===== src/rtl/calc_pkg.sv =====
// rtl/calc_pkg.sv - shared calculator types and constants
package calc_pkg;

    // Default operand width shared by the adder, subtractor and other calculator units
    localparam int CALC_WIDTH = 8;

    // Serial adder control states
    typedef enum logic [1:0] {
        IDLE  = 2'd0,
        SHIFT = 2'd1,
        DONE  = 2'd2
    } state_e;

endpackage


===== src/rtl/full_adder_cell.sv =====
// rtl/full_adder_cell.sv - single-bit combinational full adder
module full_adder_cell (
    input  logic a,
    input  logic b,
    input  logic ci,
    output logic s,
    output logic co
);

    // One bit of sum and carry from two operand bits and a carry-in
    always_comb begin
        s  = a ^ b ^ ci;
        co = (a & b) | (a & ci) | (b & ci);
    end

endmodule


===== src/rtl/serial_adder.sv =====
// rtl/serial_adder.sv - bit-serial two's-complement adder with valid/ready handshakes
module serial_adder
    import calc_pkg::*;
#(
    parameter int WIDTH = CALC_WIDTH
) (
    input  logic             clk,
    input  logic             rst,
    input  logic             in_valid,
    output logic             in_ready,
    input  logic [WIDTH-1:0] a,
    input  logic [WIDTH-1:0] b,
    input  logic             cin,
    output logic             out_valid,
    input  logic             out_ready,
    output logic [WIDTH-1:0] sum,
    output logic             carry_out,
    output logic             overflow
);

    localparam int CNT_W = (WIDTH > 2) ? $clog2(WIDTH) : 1;
    localparam logic [CNT_W-1:0] LAST_BIT   = CNT_W'(WIDTH - 1);
    localparam logic [CNT_W-1:0] MSB_IN_BIT = CNT_W'(WIDTH - 2);

    state_e            state_q, state_d;
    logic [WIDTH-1:0]  a_sh_q, a_sh_d;
    logic [WIDTH-1:0]  b_sh_q, b_sh_d;
    logic [WIDTH-1:0]  sum_sh_q, sum_sh_d;
    logic              carry_q, carry_d;
    logic              c_msb_q, c_msb_d;
    logic [CNT_W-1:0]  cnt_q, cnt_d;
    logic [WIDTH-1:0]  sum_q, sum_d;
    logic              carry_out_q, carry_out_d;
    logic              overflow_q, overflow_d;

    logic              fa_s;
    logic              fa_co;

    // The single adder cell is reused every SHIFT cycle on the operand LSBs
    full_adder_cell u_fa (
        .a  (a_sh_q[0]),
        .b  (b_sh_q[0]),
        .ci (carry_q),
        .s  (fa_s),
        .co (fa_co)
    );

    // State register
    always_ff @(posedge clk) begin
        if (rst) begin
            state_q <= IDLE;
        end else begin
            state_q <= state_d;
        end
    end

    // Next-state: accept in IDLE, shift WIDTH bits, hold result until consumed
    always_comb begin
        state_d = state_q;
        case (state_q)
            IDLE:    if (in_valid)          state_d = SHIFT;
            SHIFT:   if (cnt_q == LAST_BIT) state_d = DONE;
            DONE:    if (out_ready)         state_d = IDLE;
            default:                        state_d = IDLE;
        endcase
    end

    // Handshake outputs decode directly from the state register
    always_comb begin
        in_ready  = (state_q == IDLE);
        out_valid = (state_q == DONE);
    end

    // Datapath next values: operand latch, serial add step, result capture
    always_comb begin
        a_sh_d      = a_sh_q;
        b_sh_d      = b_sh_q;
        sum_sh_d    = sum_sh_q;
        carry_d     = carry_q;
        c_msb_d     = c_msb_q;
        cnt_d       = cnt_q;
        sum_d       = sum_q;
        carry_out_d = carry_out_q;
        overflow_d  = overflow_q;
        case (state_q)
            IDLE: begin
                if (in_valid) begin
                    a_sh_d  = a;
                    b_sh_d  = b;
                    carry_d = cin;
                    cnt_d   = '0;
                end
            end
            SHIFT: begin
                a_sh_d   = a_sh_q >> 1;
                b_sh_d   = b_sh_q >> 1;
                sum_sh_d = {fa_s, sum_sh_q[WIDTH-1:1]};
                carry_d  = fa_co;
                cnt_d    = cnt_q + CNT_W'(1);
                // Carry produced by bit WIDTH-2 is the carry into the sign bit
                if (cnt_q == MSB_IN_BIT) begin
                    c_msb_d = fa_co;
                end
                // Final bit: the complete sum is the shift register plus this bit
                if (cnt_q == LAST_BIT) begin
                    sum_d       = {fa_s, sum_sh_q[WIDTH-1:1]};
                    carry_out_d = fa_co;
                    overflow_d  = c_msb_q ^ fa_co;
                end
            end
            default: ;
        endcase
    end

    // Datapath registers; result registers hold until the next completed add
    always_ff @(posedge clk) begin
        if (rst) begin
            a_sh_q      <= '0;
            b_sh_q      <= '0;
            sum_sh_q    <= '0;
            carry_q     <= 1'b0;
            c_msb_q     <= 1'b0;
            cnt_q       <= '0;
            sum_q       <= '0;
            carry_out_q <= 1'b0;
            overflow_q  <= 1'b0;
        end else begin
            a_sh_q      <= a_sh_d;
            b_sh_q      <= b_sh_d;
            sum_sh_q    <= sum_sh_d;
            carry_q     <= carry_d;
            c_msb_q     <= c_msb_d;
            cnt_q       <= cnt_d;
            sum_q       <= sum_d;
            carry_out_q <= carry_out_d;
            overflow_q  <= overflow_d;
        end
    end

    // Result outputs come straight from flops
    always_comb begin
        sum       = sum_q;
        carry_out = carry_out_q;
        overflow  = overflow_q;
    end

endmodule

===== config.mk =====
export PLATFORM = sky130hd
export DESIGN_NAME = serial_adder
export DESIGN_NICKNAME = d
export VERILOG_FILES = /design/src/rtl/calc_pkg.sv /design/src/rtl/full_adder_cell.sv /design/src/rtl/serial_adder.sv
export SDC_FILE = /design/constraint.sdc
export NUM_CORES = 1
export LEC_CHECK = 0
export ABC_CLOCK_PERIOD_IN_PS = 1700
export CAP_MARGIN = 30
export CELL_PAD_IN_SITES_DETAIL_PLACEMENT = 0
export CELL_PAD_IN_SITES_GLOBAL_PLACEMENT = 1
export CORE_ASPECT_RATIO = 0.7
export CORE_MARGIN = 2
export CORE_UTILIZATION = 38
export CTS_BUF_LIST = sky130_fd_sc_hd__clkbuf_16
export CTS_CLUSTER_DIAMETER = 40
export CTS_CLUSTER_SIZE = 28
export DETAILED_ROUTE_END_ITERATION = 10
export PLACE_DENSITY_LB_ADDON = 0.25
export SKIP_CTS_REPAIR_TIMING = 1
export SLEW_MARGIN = 20
export SYNTH_ARGS = -nofsm -noshare
export SYNTH_HDL_FRONTEND = slang
export SYNTH_HIERARCHICAL = 1
export SYNTH_SLANG_ARGS = --single-unit

===== constraint.sdc =====
create_clock -name clk -period 1.7 [get_ports clk]
set_input_delay 0.34 -clock clk [delete_from_list [all_inputs] [get_ports clk]]
set_output_delay 0.34 -clock clk [all_outputs]
set_load 0.02 [all_outputs]

=== After elaboration in Yosys (flattened, before gate mapping) ===
Cells that the tools add are included.
W data, S select, Z words.

* Bits in read-only memories: 0
* Word-level logic and storage cells: 44
* Memories kept: 0
* Bits in registers: 41
* Bits in latches: 0
* RAM bits: 0
* Input bits: 21
* Output and inout bits: 12

* Divide/modulo/power cells: 0
* Eq/ne operators: 7
* Reductions and logical operators: 6
* Bitwise logic cells: 8
* $lt $le $gt $ge: 0
* Shift-type cells: 0
* Multiplexer cells: 12
* $mul: 0
* Add/subtract/negate cells: 1

{| class="wikitable"
|+ Operators by type and width
! cell !! number
|-
| $pmux W8 S2 || 2
|-
| $mux W8 || 2
|-
| $eq A3 B3 Y1 const B || 2
|-
| $mux W2 || 3
|-
| $pmux W2 S3 || 1
|-
| $pmux W3 S2 || 1
|-
| $reduce_and A2 Y1 || 3
|-
| $ne A2 B2 Y1 const B || 2
|-
| $add A3 B1 Y3 const B || 1
|-
| $and A1 B1 Y1 || 3
|-
| $mux W3 || 1
|-
| $reduce_and A3 Y1 || 1
|-
| $xor A1 B1 Y1 || 3
|-
| $eq A2 B1 Y1 const B || 1
|-
| $eq A2 B2 Y1 const B || 1
|-
| $logic_not A2 Y1 || 1
|-
| $ne A2 B1 Y1 const B || 1
|-
| $or A1 B1 Y1 || 2
|-
| $pmux W1 S2 || 1
|-
| $reduce_bool A2 Y1 || 1
|-
| $mux W1 || 1
|}

=== Depth between registers and ports, before layout ===
Gate-level depths: netlist (run 1).

* Word-level depth: 4
* Mapped depth: 6
* Mapped depth without buffers: 5

=== Cells and area by module ===
Netlist (run 1), hierarchy kept.

{| class="wikitable"
|+ By module, submodules not included
! module !! times used !! sequential area each (µm²) !! cells each !! area each (µm²)
|-
| serial_adder || 1 || 800.8 || 181 || 1682.9
|-
| full_adder_cell || 1 || 0.0 || 1 || 20.0
|}

=== Worst setup path after synthesis (run 1) ===
Ideal clock, no wire load.

* Kind: flip-flop to flip-flop
* Start: register cnt_q[1]
* End: register carry_out_q, in the netlist carry_out
* Setup time: 0.132 ns
* Stages on the path, launching flop included: 7
* Arrival time: 1.113 ns
* Data required time: 1.568 ns
* Path buffers: 1
* Clock period less this slack: 1.246 ns
* Slack: 0.454 ns
* Path through: dfxtp_1 -> ha_1 -> ha_1 -> and3b_1 -> buf_4 -> nand2_1 -> a21oi_1

* Cells in the longest elaborated chain, start to end: 2

{| class="wikitable"
|+ RTL lines
! element !! RTL line !! RTL
|-
| from (decl) || serial_adder.sv:31 || <nowiki>logic [CNT_W-1:0] cnt_q, cnt_d;</nowiki>
|-
| from (signal assigned) || serial_adder.sv:133 || <nowiki>cnt_q <= cnt_d;</nowiki>
|-
| $eq A3 B3 Y1 || serial_adder.sv:105 || <nowiki>if (cnt_q == LAST_BIT) begin</nowiki>
|-
| $reduce_and A2 Y1 (no source line) || - ||
|-
| to (signal assigned) || serial_adder.sv:135 || <nowiki>carry_out_q <= carry_out_d;</nowiki>
|-
| to (decl) || serial_adder.sv:33 || <nowiki>logic carry_out_q, carry_out_d;</nowiki>
|}

Every way passes these cells.
A chain may end at the register's enable or synchronous reset.

=== Worst setup path after layout (run 1) ===
* Start: register sum_q[4], in the netlist sum[4]
* End: output port sum[4]

{| class="wikitable"
|+ RTL lines
! element !! RTL line !! RTL
|-
| from (decl) || serial_adder.sv:32 || <nowiki>logic [WIDTH-1:0] sum_q, sum_d;</nowiki>
|-
| from (signal assigned) || serial_adder.sv:134 || <nowiki>sum_q <= sum_d;</nowiki>
|-
| to (decl) || serial_adder.sv:16 || <nowiki>output logic [WIDTH-1:0] sum,</nowiki>
|}

No word-level cell between the ends.

==> flow_summary.toml, run 1 <==
[status]
outcome = "finished, final reports clean"

[worst_hold_path]
hold_depth = 2
holdPathEnd = "sum[1]$_SDFFE_PP0P_"
min_from = "sum[1]$_SDFFE_PP0P_"
worstHoldPathType = "flop to flop"

[power]
p_int_w = 0.00178
seq_power_share = 0.446
combPwrFrac = 0.102
cellPowerDensity_nw_per_um2 = 1020
vdd_drop_max_mv = 0.449
p_clk_frac = 0.452
p_leak_nw = 0.837
p_switching_w = 0.000480
power.share.switching = 0.212

[worst_setup_path]
path_class = "flop to output port"
worstSetupEndpointType = "output port"
regToRegSetupSlack_ps = 210
reg2reg_to = "overflow$_SDFFE_PP0P_"
r2r_cells = 4
critPathTopFamily = "buffers and inverters"
crit_fanout = 2
cp_data_required_time_ps = 1360
start_kind = "flop"
cp.buffers_inverters = 1
arrival_ps = 1220
r2r-start = "state_q[0]$_SDFFE_PP0P_"
worstPathCellList = "clkdlybuf4s50_1"
critical_path.max_stage_delay_ps = 610
cp.depth = 1
critical-path-slowest-cell = "clkdlybuf4s50_1"

[clock_tree]
root_buffer = "clkbuf_16"
htree_levels = 2
tritoncts = "yes"
cts.sink_count = 40
cts.path.max_buffers = 2
numCtsBuffers = 5
insertion_delay_ps = 280
cts.clk_slew.worst_paths_ps = 60

[grt]
grt_max_degree = 41
grt_pass1_vias = 1321
grt_overflow = 0
antenna_found_initial = 0
grt_pass1_wl_mm = 6.18
grt_usage = 0.157

[placement]
dp_slack_ps = 31.7
io_buffers = 32
gp_congestion = 0.715
place_area_um2 = 2050
dp_hpwl_mm = 2.38

[floorplanning]
core_um2 = 4330
num_io_pins = 33
die_area_um2 = 5040
die_y_um = 60.0
die_w_um = 84.0
fp-row-count = 20
initial_core_util = 0.393

[sta]
setup_tns_ps = 0
skew_ps = 4.14
max_freq_mhz = 640
fin_hold_ws_ps = 452
finalSetupViolCount = 0
rsz0062_at_grt = "false"
fin_ws_ps = 138
finalCriticalPeriod_ps = 1560
tightest_slew_ps = 417
relSlewSlack = 0.721
hold_viol = 0
drv_slew = 0
finalCritPeriodShare = 0.919

[synthesis]
synth_area_leader_cell = "dfxtp_1"
netlist_area_um2 = 1700
ys_types = 34
seq_area_frac_synth = 0.470
ys_ff_latch = 40
postSynthCellCount = 182
syn_area_per_cell_um2 = 9.36
synth_nets = 207
ys_warn_count = 6
synth_area_leaders = "dfxtp_1 (47%), a21oi_1 (9.7%), nand2_1 (7.3%), o221a_1 (6.6%), buf_6 (4.0%)"
synth_top_area_share = 0.470

[route]
drt_first_pass_iters = 4
wl_per_cell_um = 12.9
initialDrtViolationCount = 70
vias = 1349
drc = 0
viasPerCell = 4.98
wirelength_mm = 3.49
ant_nets = 0

[layout]
fin_area_um2 = 2220
layout_common_cells = "dfxtp_1 (40), nand2_1 (33), a21oi_1 (33)"
antenna_cells = 0
layout_commonest_cell = "dfxtp_1"
nets = 240
drive_gt1_frac = 0.116
fill_cells = 407
utilization = 0.513
synthToLayoutAreaGrowth_pct = 30.5

[run]
cap_violations = 0
## synth_stat cells (all sizes together)
master / instances
nand2b: 2
a22oi: 1
xnor2: 1
dfxtp: 40
nor3: 1
o21ai: 1
nor2: 9
o21bai: 1
mux2i: 1
a2bb2oi: 1
buf: 8
nand3b: 1
a32oi: 2
inv: 17
a21oi: 33
o221a: 15
a211oi: 2
nor2b: 2
nand2: 34
ha: 3
and3b: 1
fa: 1
or3: 1
clkbuf: 4
## registers in the layout (all words and copies together), names as in the netlist
name       count
a_sh_q         8
b_sh_q         8
c_msb_q        1
carry_out      1
carry_q        1
cnt_q          3
overflow       1
state_q        2
sum            8
sum_sh_q       7
## kinds of logic after synthesis
kind of cell | share of synthesized area
AOI/OAI and AO/OA | 0.237
buffers and inverters | 0.0933
adders and majority gates | 0.0338
and+or+nand+nor | 0.154
xor gates and xnor gates | 0.00514
DFF | 0.470
muxes | 0.00588
## routing by layer
layer / GRT usage / up-vias / wire length [um]
met5: 0 / - / 0
met4: 0.0622 / 0 / 58
met3: 0.0470 / 7 / 193
met2: 0.238 / 33 / 1440
met1: 0.213 / 616 / 1800
li1: - / 693 / -
## cell type report
| class | instances | area (um2) | area share |
|---|---|---|---|
| Multi-Input combinational cell | 113 | 743 | 0.334 |
| Sequential cell | 40 | 801 | 0.360 |
| Clock buffer | 5 | 125 | 0.0563 |
| Inverter | 17 | 63.8 | 0.0287 |
| Timing Repair Buffer | 38 | 383 | 0.172 |
| Tap cell | 55 | 68.8 | 0.0310 |
| Clock inverter | 3 | 37.5 | 0.0169 |
## how the worst max path moves through the flow
stage                     slack [ps]                     end               startpoint
after floorplan                  450  carry_out$_SDFFE_PP0P_    cnt_q[1]$_SDFFE_PP0P_
after global placement            90  a_sh_q[5]$_SDFFE_PP0P_                 in_valid
after detailed placement          30  a_sh_q[0]$_SDFFE_PP0P_                 in_valid
after CTS                       -210                in_ready  state_q[1]$_SDFFE_PP0P_
after global routing              80   overflow$_SDFFE_PP0P_  state_q[0]$_SDFFE_PP0P_
final                            140                  sum[4]      sum[4]$_SDFFE_PP0P_
## metrics by stage
step           power, W  instances
2_1_floorplan   0.00118        182
3_3_place_gp    0.00126        263
4_1_cts         0.00229        271
5_1_grt         0.00237        271
6_report        0.00226        271
3_5_place_dp    0.00126        263
## power by group through the flow
stage	Combinational, W	Sequential (W)	Clock, W
floorplan	0.000157	0.00102	0
global placement	0.000227	0.00103	0
detailed placement	0.000232	0.00103	0
CTS	0.000234	0.00101	0.00105
global route	0.000258	0.00102	0.00109
finish	0.000231	0.00101	0.00102
Power figures use the tool's default switching activity.
==> inputs of run 2 (changes only) <==
CAP_MARGIN = 10   (was 30)
CORE_MARGIN = 10   (was 2)
RECOVER_POWER = 100   (was default)
==> flow_summary.toml, run 2 (synthesis results as in run 1) <==
[status]
outcome = "finished, final reports clean"

[worst_setup_path]
arrival_ps = 1290
critical_path.max_stage_delay_ps = 680
critPathTopFamily = "buffers and inverters"
regToRegSetupSlack_ps = 170
reg2reg_to = "a_sh_q[5]$_SDFFE_PP0P_"
r2r_cells = 5
r2r-start = "state_q[0]$_SDFFE_PP0P_"
cp_data_required_time_ps = 1360
cp.depth = 1
crit_fanout = 2
worstSetupEndpointType = "output port"
cp-startpoint = "sum[5]$_SDFFE_PP0P_"
path_class = "flop to output port"
critical-path-slowest-cell = "dlygate4sd3_1"
cp.buffers_inverters = 1
worstPathCellList = "dlygate4sd3_1"
start_kind = "flop"
cp-endpoint = "sum[5]"

[sta]
drv_slew = 0
hold_viol = 0
skew_ps = 2.78
max_freq_mhz = 612
fin_hold_ws_ps = 450
tightest_slew_ps = 436
finalCritPeriodShare = 0.961
setup_tns_ps = 0
finalSetupViolCount = 0
rsz0062_at_grt = "false"
relSlewSlack = 0.709
finalCriticalPeriod_ps = 1630

[clock_tree]
cts.path.max_buffers = 2
numCtsBuffers = 5
root_buffer = "clkbuf_16"
htree_levels = 2
tritoncts = "yes"
cts.clk_slew.worst_paths_ps = 50
insertion_delay_ps = 280
cts.sink_count = 40

[worst_hold_path]
hold_depth = 2
worstHoldPathType = "flop to flop"
min_from = "sum[1]$_SDFFE_PP0P_"

[route]
wirelength_mm = 3.85
initialDrtViolationCount = 73
drc = 0
ant_nets = 0
viasPerCell = 4.98
wl_per_cell_um = 14.2
routed.top_layer = "met4"
met1_length_mm = 1.94
vias = 1350
drt_first_pass_iters = 4
wl_met2_mm = 1.69
wl_met3_um = 200

[power]
power.share.switching = 0.226
combPwrFrac = 0.109
p_leak_nw = 0.823
vdd_drop_max_mv = 0.460
seq_power_share = 0.481
finalPower_w = 0.00210
p_clk_frac = 0.410
p_int_w = 0.00163
cellPowerDensity_nw_per_um2 = 968
p_switching_w = 0.000474

[layout]
final-seq-area_um2 = 801
layout_commonest_cell = "dfxtp_1"
fin_area_um2 = 2170
layout_common_cells = "dfxtp_1 (40), nand2_1 (33), a21oi_1 (33)"
utilization = 0.501
synthToLayoutAreaGrowth_pct = 27.4
fill_cells = 428
nets = 240
multi_input_area_um2 = 741
drive_gt1_frac = 0.102
antenna_cells = 0

[floorplanning]
die_w_um = 100
core_um2 = 4330
num_io_pins = 33
initial_core_util = 0.393
fp-row-count = 20
die_y_um = 76.0
die_area_um2 = 7600

[placement]
dp_hpwl_mm = 2.73
place_area_um2 = 2050
gp_congestion = 0.783
io_buffers = 32

[grt]
grt_pass1_vias = 1363
antenna_found_initial = 0
grt_max_degree = 41
grt_usage = 0.104
grt_overflow = 0
grt_pass1_wl_mm = 6.56

[run]
cap_violations = 0
## run 2: worst min-delay path by stage
stage / endpoint / slack, ps
CTS: sum[1]$_SDFFE_PP0P_ / 450
global placement: sum[0]$_SDFFE_PP0P_ / 440
detailed placement: sum[1]$_SDFFE_PP0P_ / 450
global route: sum[1]$_SDFFE_PP0P_ / 460
finish: sum[1]$_SDFFE_PP0P_ / 450
floorplan: sum[0]$_SDFFE_PP0P_ / 430
## run 2: layout make-up
cell class | instances | area share
inverters | 17 | 0.0294
well taps | 55 | 0.0317
clock buffers | 5 | 0.0577
repair buffers | 38 | 0.166
flip-flops and latches | 40 | 0.369
clock inverters | 3 | 0.00519
multi-input cells | 113 | 0.341
## run 2: metal layers
layer | GRT usage | vias up
met5 | 0 | -
met4 | 0.0296 | 0
met3 | 0.0435 | 2
met2 | 0.148 | 28
met1 | 0.140 | 629
li1 | - | 691
## run 2: per-stage QoR
step / worst slack [ps] / std cells
after floorplan: 454 / 182
after global placement: 78.3 / 263
after detailed placement: 48.5 / 263
after CTS: -214 / 271
after global routing: 42.5 / 271
final: 66.8 / 271
## run 2: power groups by stage
stage | registers (W) | logic, W | clock network, W
after global placement | 0.00103 | 0.000228 | 0
after CTS | 0.00101 | 0.000236 | 0.000884
after global routing | 0.00102 | 0.000256 | 0.000932
final | 0.00101 | 0.000229 | 0.000861
after detailed placement | 0.00103 | 0.000234 | 0
after floorplan | 0.00102 | 0.000157 | 0
